==> src/rtl/uart_tx_arbiter_pkg.sv <==
// uart_arb_pkg: shared definitions for the UART transmit arbiter.
//   BYTE_W       - width of one requester byte lane
//   arb_state_t  - controller states (ARB, ISSUE, START, WAIT_BUSY, WAIT_DONE)
//   rr_next()    - modulo-n increment used to advance the round-robin pointer
package uart_arb_pkg;

    localparam int BYTE_W = 8;

    typedef enum logic [2:0] {
        ARB       = 3'd0,
        ISSUE     = 3'd1,
        START     = 3'd2,
        WAIT_BUSY = 3'd3,
        WAIT_DONE = 3'd4
    } arb_state_t;

    // Wraps n-1 back to 0 so non-power-of-two requester counts rotate correctly.
    function automatic int unsigned rr_next(input int unsigned ptr, input int unsigned n);
        return (ptr + 1 >= n) ? 0 : ptr + 1;
    endfunction

endpackage

==> src/rtl/uart_tx_arbiter_rr_pick.sv <==
// uart_rr_pick: combinational rotating-priority encoder.
//   i_req   - request vector, one bit per requester
//   i_ptr   - index that currently holds highest priority
//   o_found - at least one request is set
//   o_idx   - first set request scanning i_ptr, i_ptr+1, ... modulo N
module uart_rr_pick #(
    parameter int N  = 4,
    parameter int IW = (N > 1) ? $clog2(N) : 1
) (
    input  logic [N-1:0]  i_req,
    input  logic [IW-1:0] i_ptr,
    output logic          o_found,
    output logic [IW-1:0] o_idx
);

    logic [IW-1:0] w_cand;

    function automatic logic [IW-1:0] wrap_add(input logic [IW-1:0] p, input int k);
        int s;
        s = int'(p) + k;
        if (s >= N) s = s - N;
        return IW'(s);
    endfunction

    // Scan from the farthest candidate back to the pointer so the nearest
    // requesting index is the one left standing.
    always_comb begin
        o_found = 1'b0;
        o_idx   = '0;
        w_cand  = '0;
        for (int k = N - 1; k >= 0; k--) begin
            w_cand = wrap_add(i_ptr, k);
            if (i_req[w_cand]) begin
                o_found = 1'b1;
                o_idx   = w_cand;
            end
        end
    end

endmodule

==> src/rtl/uart_tx_arbiter.sv <==
// uart_tx_arbiter: packet-level round-robin arbiter sharing one uart_tx
// serializer between NUM_REQ byte-stream requesters. An owner keeps the UART
// until its last byte has been serialized or it idles mid-packet for
// GAP_TIMEOUT cycles.
//   clk, rst_n   - clock, synchronous active-low reset
//   req_valid    - per-requester byte valid
//   req_data     - requester i byte on [8i+7:8i]
//   req_last     - byte is the final one of its message
//   req_ready    - byte accepted this cycle (combinational, one-hot or zero)
//   tx_data      - registered byte to uart_tx
//   tx_start     - registered one-cycle start pulse to uart_tx
//   tx_busy      - uart_tx busy
//   grant_valid  - a requester owns the UART
//   grant_id     - current owner
//   abort        - one-cycle pulse when a grant is revoked by gap timeout
module uart_tx_arbiter
    import uart_arb_pkg::*;
#(
    parameter  int NUM_REQ     = 4,
    parameter  int GAP_TIMEOUT = 1024,
    localparam int ID_W        = $clog2(NUM_REQ)
) (
    input  logic                      clk,
    input  logic                      rst_n,
    input  logic [NUM_REQ-1:0]        req_valid,
    input  logic [NUM_REQ*BYTE_W-1:0] req_data,
    input  logic [NUM_REQ-1:0]        req_last,
    output logic [NUM_REQ-1:0]        req_ready,
    output logic [BYTE_W-1:0]         tx_data,
    output logic                      tx_start,
    input  logic                      tx_busy,
    output logic                      grant_valid,
    output logic [ID_W-1:0]           grant_id,
    output logic                      abort
);

    localparam int GAP_W = (GAP_TIMEOUT > 0) ? $clog2(GAP_TIMEOUT + 1) : 1;
    localparam logic [GAP_W-1:0] GAP_LAST = GAP_W'((GAP_TIMEOUT > 0) ? GAP_TIMEOUT - 1 : 0);

    arb_state_t        r_state;
    logic [ID_W-1:0]   r_rr_ptr;
    logic [ID_W-1:0]   r_grant_id;
    logic              r_grant_valid;
    logic [BYTE_W-1:0] r_tx_data;
    logic              r_tx_start;
    logic              r_abort;
    logic              r_sent_last;
    logic [GAP_W-1:0]  r_gap;

    logic              w_found;
    logic [ID_W-1:0]   w_pick_id;
    logic              w_owner_valid;
    logic              w_owner_last;
    logic [BYTE_W-1:0] w_owner_data;
    logic [NUM_REQ-1:0] w_ready;

    uart_rr_pick #(
        .N  (NUM_REQ),
        .IW (ID_W)
    ) u_pick (
        .i_req   (req_valid),
        .i_ptr   (r_rr_ptr),
        .o_found (w_found),
        .o_idx   (w_pick_id)
    );

    assign w_owner_valid = req_valid[r_grant_id];
    assign w_owner_last  = req_last[r_grant_id];
    assign w_owner_data  = req_data[r_grant_id*BYTE_W +: BYTE_W];

    // Ready waits on tx_busy=0, which also keeps a post-reset issue from
    // colliding with a byte uart_tx is still shifting out.
    always_comb begin
        w_ready = '0;
        if (rst_n && (r_state == ISSUE)) begin
            w_ready[r_grant_id] = ~tx_busy;
        end
    end

    assign req_ready   = w_ready;
    assign tx_data     = r_tx_data;
    assign tx_start    = r_tx_start;
    assign grant_valid = r_grant_valid;
    assign grant_id    = r_grant_id;
    assign abort       = r_abort;

    always_ff @(posedge clk) begin
        if (!rst_n) begin
            r_state       <= ARB;
            r_rr_ptr      <= '0;
            r_grant_id    <= '0;
            r_grant_valid <= 1'b0;
            r_tx_data     <= '0;
            r_tx_start    <= 1'b0;
            r_abort       <= 1'b0;
            r_sent_last   <= 1'b0;
            r_gap         <= '0;
        end else begin
            r_abort <= 1'b0;
            case (r_state)
                ARB: begin
                    if (w_found) begin
                        r_grant_id    <= w_pick_id;
                        r_grant_valid <= 1'b1;
                        r_gap         <= '0;
                        r_state       <= ISSUE;
                    end
                end
                ISSUE: begin
                    if (w_owner_valid && !tx_busy) begin
                        r_tx_data   <= w_owner_data;
                        r_sent_last <= w_owner_last;
                        r_tx_start  <= 1'b1;
                        r_gap       <= '0;
                        r_state     <= START;
                    end else if (!w_owner_valid) begin
                        if ((GAP_TIMEOUT != 0) && (r_gap == GAP_LAST)) begin
                            r_abort       <= 1'b1;
                            r_grant_valid <= 1'b0;
                            r_rr_ptr      <= ID_W'(rr_next(32'(r_grant_id), NUM_REQ));
                            r_state       <= ARB;
                        end else if (r_gap != '1) begin
                            // Saturate rather than wrap when the timeout is disabled.
                            r_gap <= r_gap + 1'b1;
                        end
                    end
                end
                START: begin
                    r_tx_start <= 1'b0;
                    r_state    <= WAIT_BUSY;
                end
                WAIT_BUSY: begin
                    if (tx_busy) r_state <= WAIT_DONE;
                end
                WAIT_DONE: begin
                    if (!tx_busy) begin
                        if (r_sent_last) begin
                            r_grant_valid <= 1'b0;
                            r_rr_ptr      <= ID_W'(rr_next(32'(r_grant_id), NUM_REQ));
                            r_state       <= ARB;
                        end else begin
                            r_state <= ISSUE;
                        end
                    end
                end
                default: r_state <= ARB;
            endcase
        end
    end

endmodule

==> config.mk <==
export PLATFORM = sky130hd
export DESIGN_NAME = uart_tx_arbiter
export DESIGN_NICKNAME = d
export VERILOG_FILES = /design/src/rtl/uart_tx_arbiter_pkg.sv /design/src/rtl/uart_tx_arbiter_rr_pick.sv /design/src/rtl/uart_tx_arbiter.sv
export SDC_FILE = /design/constraint.sdc
export NUM_CORES = 1
export LEC_CHECK = 0
export CAP_MARGIN = 20
export CORE_ASPECT_RATIO = 1.4
export CORE_MARGIN = 10
export CORE_UTILIZATION = 50
export DETAILED_ROUTE_END_ITERATION = 7
export PLACE_DENSITY = 0.95
export SETUP_SLACK_MARGIN = 0.1
export SLEW_MARGIN = 20
export SYNTH_ARGS = -nofsm -noshare
export SYNTH_HDL_FRONTEND = slang
export SYNTH_SLANG_ARGS = --single-unit
==> constraint.sdc <==
create_clock -name clk -period 5.4 [get_ports clk]
set_input_delay 0.54 -clock clk [delete_from_list [all_inputs] [get_ports clk]]
set_output_delay 0.54 -clock clk [all_outputs]
set_load 0.05 [all_outputs]
==> summary.md <==
| Metric | Value |
|---|---|
| DP Wirelength | 4198 um |
| Worst-Skew Late Latency | 280 ps |
| Status | finished clean |
| Synth Register Bits | 30 |
| Setup violations, final | 0 |
| Vias per inst | 6.253 |
| Max clock buf depth | 2 |
| Commonest cells after routing, fill and taps aside | clkdlybuf4s50_1 (59), dfxtp_1 (30), nor2_1 (26) |
| Most common library cell in the layout ignoring fill and taps | clkdlybuf4s50_1 |
| Gr usage total | 0.1692 |
| Pre-CTS setup slack | 1972 ps |
| Crit path arrival time | 2880 ps |
| Setup crit end kind | output port |
| WHS Endpoint | r_gap[10]$_SDFFE_PN0P_ |
| # DRC | 0 |
| Die Y | 92.25 um |
| Core footprint | 0.003611 mm^2 |
| Clock root cell | clkbuf_8 |
| First-pass GRT wire length | 9142 um |
| Leak | 0.9843 nW |
| Vias in the first global route | 1972 |
| Library cells used by synthesis | 48 |
| Switch share | 0.3966 |
| Ports | 60 |
| Launch point of the worst reg-to-reg path | grant_id[0]$_SDFFE_PN0P_ |
| Post-CTS Hold Buffers | 0 |
| Final Cell Area | 0.002547 mm^2 |
| PwrDens | 346.6 mW/mm^2 |
| Final period utilization | 0.6334 |
| Layout cell share with drive strength beyond 1 | 0.08915 |
| Headroom to the max-slew limit | 0.4000 |
| Worst R2R Path Depth | 5 |
| Seq/Total Area, Yosys | 0.3221 |
| Post-CTS Resized | 0 |
| Drt wl/cell | 17.74 um |
| Sw Pwr | 0.3502 mW |
| Worst hold slack | 480.8 ps |
| Worst Slack Setup Final | 1980 ps |
| Ant. Diodes | 0 |
| Largest net degree at the start of global routing | 23 |
| Total number of vias | 1876 |
| Synth warnings | 0 |
| Total power | 0.8829 mW |
| Placer congestion estimate | 0.8543 |
| Total grt overflow | 0 |
| Final ANT Viol Nets | 0 |
| Clock transition at the registers of the reported paths | 60 ps |
| Synthesized cell area | 0.001864 mm^2 |
| Effective utilization at floorplan | 0.5163 |
| DRT iter0 DRCs | 161 |
| Min-delay worst type | reg -> reg |
| H-Tree Depth | 2 |
| Num CTS Buffers | 5 |
| Critical path class | in -> out |
| Clk sinks | 30 |
| Final Hold Vio Count | 0 |
| Final WL | 5323 um |
| Final nets | 305 |
| Cell Int Power | 0.5328 mW |
| Die Area | 0.006606 mm^2 |
| Area Overhead vs Synth | 36.64% |
| R2r setup slk | 2990 ps |
| Port Buffer Count | 59 |
| Hold Path Origin | r_gap[10]$_SDFFE_PN0P_ |
| TritonCTS clock tree | built |
| Worst hold path cell count | 2 |
| Total negative slack | 0 ps |
| Logic pwr share | 0.445 |
| Skew final | 3.390 ps |
| Prevailing post-synth register cell | dfxtp_1 |
| Worst flop-to-flop path endpoint | r_state[0]$_SDFFE_PN0P_ |
| Post-Syn Nets | 251 |
| Rows | 26 |
| Drt pass-1 iters | 5 |
| Async S/R FF share, synth | 0 |
| Post-Syn Area per Cell | 9.184 um^2 |
| Post-CTS setup buffers | 0 |
| Cells after Synth | 203 |
| Number of flops mapped to enable cells by yosys | 0 |
| Initial antenna violation count | 0 |
| CP Launch Type | input pin |
| Min Tclk post-route | 3420 ps |
| Clock network power share | 0.210 |
| Worst-Margin Slew | 898.8 ps |
| Flop pwr share | 0.345 |
| Slew Limit Fails | 0 |
| RSZ-0062 raised after global routing | false |
| Peak VDD IR | 0.2002 mV |
| Placed Area | 0.002456 mm^2 |
| Crit-path max FO | 22 |
| Max Cap Viol | 0 |
| Highest clock rate | 292.4 MHz |
| Req. time, crit path | 4860 ps |
| Die width | 71.61 um |
state kept, by name (all words and copies together) (netlist names):
| register | count |
|---|---|
| grant_valid | 1 |
| r_state | 3 |
| grant_id | 2 |
| abort | 1 |
| r_rr_ptr | 2 |
| r_sent_last | 1 |
| tx_start | 1 |
| r_gap | 11 |
| tx_data | 8 |
power by group through the flow:
stage	sequential [mW]	clock (mW)	combinational (mW)
after floorplan	0.323	0	0.260
after global placement	0.305	0	0.376
after detailed placement	0.308	0	0.387
after CTS	0.304	0.189	0.391
after global routing	0.312	0.198	0.425
final	0.305	0.185	0.393
cells by family after synthesis:
logic type / after synthesis / synth area share
AO/OA/AOI/OAI: 47 / 0.1772
buffers and inverters: 19 / 0.04161
AND/OR/NAND/NOR: 79 / 0.2336
multiplexers: 23 / 0.1919
adder cells (fa/ha/maj): 5 / 0.03356
flip-flops: 30 / 0.3221
worst max-delay path: stages:
cell	delay (ps)
clkdlybuf4s50_1	930
nand3_1	200
nor2_1	240
and2_1	160
clkdlybuf4s50_1	800
synth_stat cells, types with 2 or more instances:
cell / count / area (um^2)
a21oi_1: 14 / 70.07
a31oi_1: 5 / 31.28
a41oi_1: 2 / 17.52
and2_1: 6 / 37.54
and4_1: 2 / 17.52
buf_2: 5 / 25.02
clkbuf_1: 7 / 26.28
dfxtp_1: 30 / 600.6
ha_1: 5 / 62.56
inv_1: 7 / 26.28
mux2_1: 2 / 22.52
mux2i_1: 11 / 110.1
mux4_2: 10 / 225.2
nand2_1: 15 / 56.30
nand3_1: 5 / 25.02
nand3b_1: 2 / 15.01
nand4b_1: 2 / 17.52
nor2_1: 26 / 97.59
nor2b_1: 3 / 18.77
nor4_1: 2 / 12.51
o211ai_1: 3 / 22.52
o21ai_1: 6 / 30.03
o221a_1: 2 / 22.52
o22ai_1: 4 / 25.02
o31ai_1: 2 / 15.01
or2_1: 2 / 12.51
or3_1: 2 / 12.51
through the flow:
step / util / cells
after floorplan: - / 203
after global placement: 0.6802 / 292
after detailed placement: 0.6802 / 292
after CTS: 0.7055 / 300
after global routing: 0.7055 / 300
final: 0.7055 / 300
how the worst max path moves through the flow:
stage                        startpoint      endpoint  slack, ps  cells past startpoint
3_3_place_gp                      rst_n  req_ready[3]       2040                      5
2_1_floorplan  grant_id[0]$_SDFFE_PN0P_  req_ready[0]       2860                      5
4_1_cts                           rst_n  req_ready[2]       1950                      5
3_5_place_dp                      rst_n  req_ready[2]       1970                      5
6_report                          rst_n  req_ready[3]       1980                      5
5_1_grt                           rst_n  req_ready[3]       1820                      5
routing by layer:
metal / vias up / global-route usage / part of all wire
li1: 865 / - / -
met1: 890 / 0.1537 / 0.33
met2: 101 / 0.3053 / 0.53
met3: 20 / 0.08738 / 0.11
met4: 0 / 0.06796 / 0.029
met5: - / 0 / 0
cell type report:
cell class / count / area (um^2)
flip-flops and latches: 30 / 600.6
clock buffers: 7 / 86.33
multi-input cells: 154 / 1186
fillers: 267 / 1064
repair buffers: 59 / 590.6
inverters: 7 / 26.28
well taps: 42 / 52.55
clock inverters: 1 / 5.005
(Power assumes the default switching activity.)
